$ cat config.mk
export PLATFORM = sky130hd
export DESIGN_NAME = i2s_tx
export DESIGN_NICKNAME = d
export VERILOG_FILES = /design/src/rtl/i2s_tx.sv
export SDC_FILE = /design/constraint.sdc
export NUM_CORES = 1
export LEC_CHECK = 0
export CORE_MARGIN = 1
export CORE_UTILIZATION = 35
export DETAILED_ROUTE_END_ITERATION = 7
export HOLD_SLACK_MARGIN = 0.03
export PLACE_DENSITY = 0.58
export SYNTH_ARGS = -nofsm -noshare
export SYNTH_HDL_FRONTEND = slang
export SYNTH_SLANG_ARGS = --single-unit
$ cat constraint.sdc
create_clock -name clk -period 1.9 [get_ports clk]
set_input_delay 0.285 -clock clk [delete_from_list [all_inputs] [get_ports clk]]
set_output_delay 0.285 -clock clk [all_outputs]
set_load 0.05 [all_outputs]
$ cat src/rtl/i2s_tx.sv
// i2s_tx: stereo I2S transmitter with an integer bit-clock divider and a
// single-entry sample buffer behind a valid/ready handshake.
// Serial state advances only on bclk falling edges (fall events), which gives
// the standard one-bit delay between lrclk transitions and sample MSBs.
module i2s_tx #(
    parameter int BCLK_DIV = 8
) (
    input  logic        clk,
    input  logic        rst_n,
    input  logic [15:0] din_left,
    input  logic [15:0] din_right,
    input  logic        din_valid,
    output logic        din_ready,
    output logic        bclk,
    output logic        lrclk,
    output logic        sdata,
    output logic        underrun
);

    localparam int CW = (BCLK_DIV > 2) ? $clog2(BCLK_DIV) : 1;
    localparam logic [CW-1:0] DIV_LAST = CW'(BCLK_DIV - 1);
    localparam logic [CW-1:0] CNT_ONE  = CW'(1);
    localparam logic [CW-1:0] CNT_ZERO = {CW{1'b0}};

    logic [CW-1:0] div_cnt_q, div_cnt_d;
    logic          bclk_q, bclk_d;
    logic [4:0]    bit_cnt_q, bit_cnt_d;
    logic          lrclk_q, lrclk_d;
    logic          sdata_q, sdata_d;
    logic [31:0]   sr_q, sr_d;
    logic          buf_full_q, buf_full_d;
    logic [15:0]   buf_l_q, buf_l_d;
    logic [15:0]   buf_r_q, buf_r_d;
    logic          underrun_q, underrun_d;

    logic          tc_s;
    logic          fall_s;
    logic          accept_s;
    logic [4:0]    bit_nxt_s;

    assign tc_s      = (div_cnt_q == DIV_LAST);
    assign fall_s    = tc_s && bclk_q;
    assign accept_s  = din_valid && !buf_full_q;
    assign bit_nxt_s = bit_cnt_q + 5'd1;

    // Next-state logic for the divider, frame serialiser and sample buffer.
    always_comb begin
        div_cnt_d  = div_cnt_q;
        bclk_d     = bclk_q;
        bit_cnt_d  = bit_cnt_q;
        lrclk_d    = lrclk_q;
        sdata_d    = sdata_q;
        sr_d       = sr_q;
        buf_full_d = buf_full_q;
        buf_l_d    = buf_l_q;
        buf_r_d    = buf_r_q;
        underrun_d = 1'b0;

        if (tc_s) begin
            div_cnt_d = CNT_ZERO;
            bclk_d    = ~bclk_q;
        end else begin
            div_cnt_d = div_cnt_q + CNT_ONE;
        end

        if (fall_s) begin
            bit_cnt_d = bit_nxt_s;
            lrclk_d   = bit_nxt_s[4];
            sdata_d   = sr_q[31];
            if (bit_nxt_s == 5'd0) begin
                // Frame boundary: take the buffered pair, or send silence.
                if (buf_full_q) begin
                    sr_d       = {buf_l_q, buf_r_q};
                    buf_full_d = 1'b0;
                end else begin
                    sr_d       = 32'h0000_0000;
                    underrun_d = 1'b1;
                end
            end else begin
                sr_d = {sr_q[30:0], 1'b0};
            end
        end else begin
            sr_d = sr_q;
        end

        // An accept can only happen with the buffer empty, so it never
        // collides with the load above.
        if (accept_s) begin
            buf_full_d = 1'b1;
            buf_l_d    = din_left;
            buf_r_d    = din_right;
        end else begin
            buf_l_d = buf_l_q;
            buf_r_d = buf_r_q;
        end
    end

    // State registers with asynchronous reset to the idle frame position.
    always_ff @(posedge clk or negedge rst_n) begin
        if (!rst_n) begin
            div_cnt_q  <= CNT_ZERO;
            bclk_q     <= 1'b0;
            bit_cnt_q  <= 5'd31;
            lrclk_q    <= 1'b1;
            sdata_q    <= 1'b0;
            sr_q       <= 32'h0000_0000;
            buf_full_q <= 1'b0;
            buf_l_q    <= 16'h0000;
            buf_r_q    <= 16'h0000;
            underrun_q <= 1'b0;
        end else begin
            div_cnt_q  <= div_cnt_d;
            bclk_q     <= bclk_d;
            bit_cnt_q  <= bit_cnt_d;
            lrclk_q    <= lrclk_d;
            sdata_q    <= sdata_d;
            sr_q       <= sr_d;
            buf_full_q <= buf_full_d;
            buf_l_q    <= buf_l_d;
            buf_r_q    <= buf_r_d;
            underrun_q <= underrun_d;
        end
    end

    assign din_ready = !buf_full_q;
    assign bclk      = bclk_q;
    assign lrclk     = lrclk_q;
    assign sdata     = sdata_q;
    assign underrun  = underrun_q;

endmodule

* Word level (Yosys, flattened, before mapping)
Index checks and enable logic that the tools add are counted.
Widths: inputs -> output; s select.
** Word-level totals
- Register bits after elaboration :: 77
- Input port bits :: 35
- Output and inout port bits :: 5
** Cells by class
- Add/subtract/negate cells :: 2
- Eq/ne operators :: 1
- Mux-type cells :: 9
- Bitwise gates (word level) :: 1
- Reduce and logical (&&, ||, !) cells :: 7
** Operators by type and width (count)
- $mux 32 :: 2
- $mux 1 :: 6
- $add 5x1->5 const B :: 1
- $logic_not 5->1 :: 1
- $reduce_bool 2->1 :: 2
- $add 3x1->3 const B :: 1
- $eq 3x3->1 const B :: 1
- $mux 3 :: 1
- $logic_and 1x1->1 :: 2
- $reduce_and 2->1 :: 1
- $logic_not 1->1 :: 1
- $not 1->1 :: 1

* Longest topological paths before layout
Gate-level depths: netlist (run 1).
- Depth in word-level cells :: 5
- Gate-level depth with buffers :: 7

* Least setup slack after synthesis (run 1)
OpenSTA, ideal clock, no wires.
- Path type :: register to register
- Start point :: reg bit_cnt_q[0]
- End point :: reg sr_q[30]
- Setup time :: 126 ps
- Arrival time :: 1575 ps
- Slack :: 199 ps
- Cell stages (with the launch flop) :: 7
- Buffers on the path :: 1
- Period minus slack after synthesis :: 1701 ps
- Cell sequence :: dfstp_2 > ha_1 > nand3_1 > xor2_2 > nand4_4 > buf_8 > mux2i_1
** On the way
- Longest elaborated chain between the ends :: 3
** RTL lines
- from (decl) :: RTL line 27 : logic [4:0] bit_cnt_q, bit_cnt_d;
- from (signal assigned) :: RTL line 114 : bit_cnt_q <= bit_cnt_d;
- $add 5x1->5 :: RTL line 44 : assign bit_nxt_s = bit_cnt_q + 5'd1;
- $logic_not 5->1 :: RTL line 70 : if (bit_nxt_s == 5'd0) begin
- $mux 32 :: RTL line 70
- to (signal assigned) :: RTL line 117 : sr_q <= sr_d;
- to (decl) :: RTL line 30 : logic [31:0] sr_q, sr_d;
Every way passes these cells.
A chain may end at the register's enable or synchronous reset.

* Final worst setup path (run 1)
- Start point :: reg sdata_q (netlist: sdata)
- End point :: out sdata
** RTL lines
- from (decl) :: RTL line 29 : logic sdata_q, sdata_d;
- from (signal assigned) :: RTL line 116 : sdata_q <= sdata_d;
- to (decl) :: RTL line 16 : output logic sdata,
No word-level cell between the ends.

==> results.ini, run 1 <==
[run_status]
outcome = completed

[setup_path]
critical_path.cell_chain = clkdlybuf4s50_1
timing.critical_path.depth = 1
worstSetupStartpointType = flop
critical-path-slowest-cell = clkdlybuf4s50_1
worstPathMaxFanout = 2
cp.buffers_inverters = 1
crit_arrival_ns = 1.51
critPathRequiredTime_ns = 1.62
critPathKind = reg2out
timing.critical_path.slowest_cell_delay_ns = 0.80
timing.reg2reg.worst_path_depth = 6
worst_path_dominant_cell_family = buffers and inverters
endpoint_kind = output port

[logic_synthesis]
synth.mux.area_fraction_pct = 29.0
syn-mean-instance-area_um2 = 13.4
synth.yosys.seq_area_share_pct = 56.4
synthCells = 253
adder_cell_share_of_the_synthesized_area_pct = 1.48
count_of_unique_library_cells_instantiated_by_yosys = 27
synth.cell_area_mm2 = 0.00338
post_synth_and_or_nand_nor_area_fraction_pct = 6.92
synth_fp_nets = 292
yosys.area_share.xor_xnor_pct = 1.78
post_synthesis_compound_gate_area_fraction_pct = 0.999
synth_top_family_by_area = multiplexers
yosys_register_bits = 76
synth-warning-count = 0

[floorplanning]
fp.dieArea_mm2 = 0.0101
num_rows = 35
pin_count = 40
coreArea_mm2 = 0.00928
initial_utilization_pct = 36.4
fp.dieH_um = 100
floorplan.die.width_um = 100

[finish]
final_net_count = 339
area_delta_synth_final_pct = 24.2
antenna_cells_inserted = 0
post_route_cells_drive_above_1_share_pct = 23.7
finish.instance_area_mm2 = 0.00420
layoutNonFillerInstCount = 433

[routing]
post_drt_wl_per_cell_um = 13.6
post-route-drc-count = 0
detail_route.wirelength_mm = 5.90
dr_total_vias = 1999
route.detailed.vias_per_inst = 4.62
post_drt_antenna_nets = 0
drt-pass1-iter-count = 4
detail_route.iter0.violations = 70

[global_route]
maximum_number_of_pins_on_one_net_before_global_route_repair = 41
global_route.usage.total_pct = 12.8
grt_pass1_wl_mm = 9.89
number_of_global_route_vias_before_repair = 1965
grt_overflow = 0
grt_antenna_before_repair = 0

[placed_design]
dp_slack_ns = 0.0660
place.detailed.instances = 417
postPlaceCellArea_mm2 = 0.00396
portbufs = 39
dp_hpwl_mm = 3.98
finalWeightedCongestion = 0.690

[timing]
timing.final.hold_violations = 0
layout_setup_ws_ns = 0.107
report.final.setup_viol = 0
post_route_setup_tns_ns = 0
unrepaired_setup_endpoints_after_global_routing = yes
timing.slew.headroom_pct = 65.2
period_minus_slack_ns = 1.79
finalCritPeriodShare_pct = 94.4
maxSlewViolCount = 0
fmax_mhz = 558
timing.clock.skew_ns = 0.0118
worst_slew_pin_slew_ns = 0.522

[clock_tree]
tritoncts = yes
root_buffer = clkbuf_8
insertion_delay_ns = 0.34
post_cts_repair_timing_setup_buffer_count = 0
ctsHtreeMaxLevel = 3
clk_pin_slew_worst_paths_ns = 0.08
clock_sinks = 76
maximum_buffer_depth_of_the_clock_tree = 2
inserted_clock_buffers = 9

[power]
power.net_switching_uw = 927
p_int_mw = 2.99
ir_drop_uv = 506
power.clock.fraction_pct = 34.3
share_seq_of_total_power_pct = 51.4
pwr-share-comb_pct = 14.3
powerDensity_mw_per_mm2 = 933
netSwitchingFraction_pct = 23.6
p_leak_nw = 2.04

[worst_hold_path]
whs_path_depth = 1
hold_class = reg2reg

[flow_run]
number_of_maximum_capacitance_constraint_violations = 0

==> layer usage <==
metal | wire length (µm) | GRT usage (%)
met1 | 2850 | 17.7
met2 | 2780 | 19.6
met3 | 135 | 2.16
met4 | 132 | 6.35
met5 | 0 | 0
==> through the flow <==
step                      total power, mW  utilization, %  hold slack (ns)
final                                3.92            45.3            0.432
after global routing                 4.14            45.3            0.457
after CTS                            3.98            45.0            0.436
after detailed placement             2.63            42.6            0.305
after global placement               2.61            42.6            0.306
after floorplan                      2.39               -          -0.0106
==> kinds of logic after synthesis <==
group | Yosys count
flip-flops | 76
multiplexers | 94
adder cells (fa/ha/maj) | 4
XOR/XNOR | 6
AO/OA/AOI/OAI | 4
AND/OR/NAND/NOR | 53
buffers and inverters | 16
==> Yosys cell counts (all sizes together) <==
master   n  share of area [%]
a21bo    1               0.30
a21o     1               0.26
a41o     1               0.30
and2     1               0.19
buf     12                3.0
clkbuf   3               0.33
dfrtp   71                 53
dfstp    5                3.9
ha       4                1.5
inv      1               0.11
mux2    32                 11
mux2i   62                 18
nand2   42                4.7
nand3    1               0.15
nand3b   1               0.22
nand4    3                1.0
nor2     2               0.22
nor2b    1               0.19
nor3     2               0.30
o21ai    1               0.15
xnor2    3               0.78
xor2     3                1.0
==> power groups by stage <==
stage	Clock, mW	Combinational, mW	Sequential (mW)
after floorplan	0	0.389	2.01
after global placement	0	0.565	2.04
after detailed placement	0	0.575	2.05
after CTS	1.39	0.576	2.02
after global routing	1.46	0.624	2.05
final	1.35	0.559	2.02
==> final timing paths <==
path / startpoint / endpoint / slack [ns]
max in group asynchronous: rst_n / buf_r_q[12] / 0.88
setup / recovery: sdata / sdata / 0.11
hold / removal: div_cnt_q[0] / div_cnt_q[0] / 0.43
min in group asynchronous: rst_n / buf_r_q[4] / 0.45
setup reg to reg: bit_cnt_q[1] / buf_full_q / 0.12
hold reg to reg: div_cnt_q[0] / div_cnt_q[0] / 0.43
==> state kept, by name (all words and copies together) (netlist names) <==
name / cells
bclk: 1
buf_r_q: 16
bit_cnt_q: 5
sdata: 1
div_cnt_q: 3
buf_full_q: 1
buf_l_q: 16
underrun: 1
sr_q: 32
==> layout make-up <==
| type | count | area [µm²] |
|---|---|---|
| inverters | 1 | 3.75 |
| multi-input cells | 161 | 1390 |
| fillers | 900 | 5080 |
| flip-flops and latches | 76 | 1910 |
| clock inverters | 4 | 73.8 |
| clock buffers | 11 | 141 |
| well taps | 129 | 161 |
| repair buffers | 51 | 528 |
==> layout by cell type, fill, tap and decap left out <==
| cell type | netlist | final |
|---|---|---|
| a21bo_1 | 1 | 1 |
| a21o_2 | 1 | 1 |
| a41o_1 | 1 | 1 |
| and2_2 | 0 | 1 |
| buf_12 | 1 | 4 |
| buf_4 | 0 | 10 |
| bufinv_16 | 0 | 2 |
| clkbuf_1 | 3 | 1 |
| clkbuf_8 | 0 | 10 |
| clkdlybuf4s50_1 | 0 | 35 |
| clkinv_2 | 0 | 1 |
| clkinv_4 | 0 | 1 |
| dfrtp_1 | 71 | 71 |
| dfstp_2 | 5 | 5 |
| dlygate4sd3_1 | 0 | 1 |
| dlymetal6s2s_1 | 0 | 1 |
| ha_1 | 4 | 3 |
| ha_4 | 0 | 1 |
| inv_1 | 1 | 1 |
| mux2_2 | 32 | 32 |
| mux2i_1 | 62 | 62 |
| nand2_1 | 42 | 42 |
| nand3_2 | 0 | 1 |
| nand3b_1 | 1 | 1 |
| nand4_1 | 2 | 2 |
| nand4_4 | 1 | 1 |
| nor2_1 | 2 | 2 |
| nor2b_4 | 0 | 1 |
| nor3_1 | 2 | 2 |
| o21ai_0 | 1 | 1 |
| xnor2_1 | 3 | 3 |
| xor2_1 | 2 | 2 |
| xor2_2 | 1 | 1 |
==> timing repair <==
action | CTS | global route
gates resized for setup | 0 | 4
endpoints found under the hold margin | 33 | 0
hold buffers | 1 | 0
endpoints found under the setup margin | 0 | 12
(Power assumes the default switching activity.)
==> run 2: changes to the inputs <==
--- a/config.mk
+++ b/config.mk
@@ -9,7 +9,8 @@
 export CORE_UTILIZATION = 35
 export DETAILED_ROUTE_END_ITERATION = 7
 export HOLD_SLACK_MARGIN = 0.03
-export PLACE_DENSITY = 0.58
+export PLACE_DENSITY = 0.6
+export SETUP_SLACK_MARGIN = 0.5
 export SYNTH_ARGS = -nofsm -noshare
 export SYNTH_HDL_FRONTEND = slang
 export SYNTH_SLANG_ARGS = --single-unit
==> constraint.sdc (replaced) <==
create_clock -name clk -period 1.5 [get_ports clk]
set_input_delay 0.225 -clock clk [delete_from_list [all_inputs] [get_ports clk]]
set_output_delay 0.225 -clock clk [all_outputs]
set_load 0.05 [all_outputs]
==> run 2 against run 1 <==
  * The flow now finishes with violations (negative setup slack)
  * Design area increased by 23%
  * Non-clock buffer count increased by 43
  * Power increased by 40%
  * Sequential power increased by 28%
  * Largest cell class unchanged
  * Highest routed layer unchanged
==> results.ini, run 2 (synthesis gave the netlist of run 1 again) <==
[run_status]
outcome = finished, violations left
failing_checks = negative setup slack

[routing]
post_drt_wl_per_cell_um = 15.2  ; +12%
post_drt_antenna_nets = 0  ; unchanged
post-route-drc-count = 0  ; unchanged
detail_route.iter0.violations = 65  ; -7.1%
detail_route.wirelength_mm = 7.26  ; +23%
drt-pass1-iter-count = 4  ; unchanged
route.detailed.vias_per_inst = 4.65  ; +0.68%
dr_total_vias = 2217  ; +11%

[power]
powerDensity_mw_per_mm2 = 1060  ; +14%
p_leak_nw = 2.51  ; +23%
total_power_mw = 5.47  ; +40%
ir_drop_uv = 612  ; +21%

[flow_run]
number_of_maximum_capacitance_constraint_violations = 0  ; unchanged

[finish]
finish.instance_area_mm2 = 0.00515  ; +23%
antenna_cells_inserted = 0  ; unchanged
layout_commonest_cell = dfrtp_1
area_delta_synth_final_pct = 52.2
post_route_cells_drive_above_1_share_pct = 40.2  ; +17 points
multi_input_comb_area_mm2 = 0.00163  ; +17%
top_register = sr_q
sequential_cell_area_mm2 = 0.00191  ; +0.13%
most-common-layout-cells = 69 x dfrtp_1, 61 x mux2i_1, 35 x nand2_1, 33 x clkdlybuf4s50_1, 32 x mux2_4
max_ffs_per_register = 32  ; unchanged
biggestRegsByFlops = sr_q x32, buf_l_q x16, buf_r_q x16
final_net_count = 382  ; +13%
fillerInstances = 781  ; -13%

[timing]
fmax_mhz = 582
period_minus_slack_ns = 1.72
maxSlewViolCount = 0  ; unchanged
timing.slew.headroom_pct = 77.9  ; +13 points
finalCritPeriodShare_pct = 115
report.final.setup_viol = 36  ; +36
layout_setup_ws_ns = -0.220  ; -0.327 ns
unrepaired_setup_endpoints_after_global_routing = yes
timing.clock.skew_ns = 0.00632  ; -0.00544 ns
worst_slew_pin_slew_ns = 0.332  ; -0.190 ns
worst_hold_check_slack_ns = 0.314  ; -0.117 ns
timing.final.hold_violations = 0  ; unchanged

[global_route]
maximum_number_of_pins_on_one_net_before_global_route_repair = 30  ; -27%
global_route.usage.total_pct = 15.8  ; +2.9 points
grt_pass1_wl_mm = 12.0  ; +21%
grt_antenna_before_repair = 0  ; unchanged
number_of_global_route_vias_before_repair = 2375  ; +21%
grt_overflow = 0  ; unchanged

[clock_tree]
maximum_buffer_depth_of_the_clock_tree = 2  ; unchanged
root_buffer = clkbuf_8
clk_pin_slew_worst_paths_ns = 0.08  ; about the same
insertion_delay_ns = 0.35  ; about the same
ctsHtreeMaxLevel = 3  ; unchanged
inserted_clock_buffers = 9  ; unchanged
clock_sinks = 76  ; unchanged
tritoncts = yes

[floorplanning]
floorplan.die.width_um = 100  ; unchanged
pin_count = 40  ; unchanged
num_rows = 35  ; unchanged
fp.dieH_um = 100  ; unchanged
coreArea_mm2 = 0.00928  ; unchanged
fp.dieArea_mm2 = 0.0101  ; unchanged
initial_utilization_pct = 36.4  ; unchanged

[worst_hold_path]
hold_class = in2async

[setup_path]
critPathKind = reg2reg
endpoint_kind = flop
beginning_of_the_worst_register_to_register_path = bit_cnt_q[1]
worstPathMaxFanout = 14  ; +12
critPathRequiredTime_ns = 1.73  ; +0.11 ns
crit_arrival_ns = 1.95  ; +0.44 ns
cp-startpoint = bit_cnt_q[1]
worstSetupStartpointType = flop
timing.reg2reg.worst_path_depth = 6  ; unchanged

[placed_design]
portbufs = 39  ; unchanged
dp_hpwl_mm = 4.19  ; +5.2%
postPlaceCellArea_mm2 = 0.00429  ; +8.3%
finalWeightedCongestion = 0.672  ; -2.6%

## run 2: changes by cell type in the layout (fill, tap and decap cells not counted), moves of 5 or more
cell	previous run	this run
mux2_2	32	0
mux2_4	0	32
buf_12	4	18
buf_4	10	22
buf_6	0	11
nand2_1	42	35
buf_16	0	5
## run 2: critical path, cell delays in order, from the launching register on
cell and delay (ns):
dfstp_2 0.58, ha_4 0.18, nand3_4 0.09, xor2_4 0.20
nand4_4 0.20, buf_12 0.22, mux2i_1 0.12
## run 2: metal layers
layer	vias up	share of wire [%]	global-route usage (%)	routed length [µm]
met5	-	0	0	0
met4	0	0.96	4.57	70
met3	6	2.5	4.53	181
met2	33	52	26.0	3750
met1	1125	45	20.2	3260
li1	1053	-	-	-
## run 2: final timing paths
path	end	slack, ns
min	sr_q[29]	0.31
max in group asynchronous	buf_full_q	0.71
max	sr_q[18]	-0.22
max reg2reg	sr_q[18]	-0.22
min reg2reg	sr_q[0]	0.50
min in group clk	buf_r_q[14]	0.49
## run 2: power breakdown
part / switching (mW) / internal [mW] / total [mW]
Clock: 0.770 / 1.10 / 1.87
Combinational: 0.314 / 0.701 / 1.02
Sequential: 0.200 / 2.39 / 2.59
Total: 1.28 / 4.19 / 5.47
## run 2: layout make-up
class                   instances  share of cell area [%]
flip-flops and latches         76                    37.1
multi-input cells             161                    31.6
repair buffers                 94                    23.4
well taps                     129                    3.13
clock buffers                   9                    2.41
clock inverters                 7                    2.21
inverters                       1                   0.170
## run 2: through the flow
stage               TNS, ns  cells  util (%)  setup WS [ns]
floorplan             -2.50    253         -        -0.0842
global placement      -5.58    427      46.2         -0.112
detailed placement    -6.63    427      46.2         -0.169
CTS                   -4.45    468      54.1         -0.149
global route          -9.31    477      55.5         -0.313
finish                -6.83    477      55.5         -0.220
## run 2: what timing repair did
action / 4_1_cts / 5_1_grt
gates resized for setup: 40 / 9
hold buffers: 1 / 0
endpoints found under the setup margin: 79 / 79
hold endpoints to repair: 16 / 0
pin swaps: 9 / 4
cloned: 6 / 0
setup buffers: 18 / 9
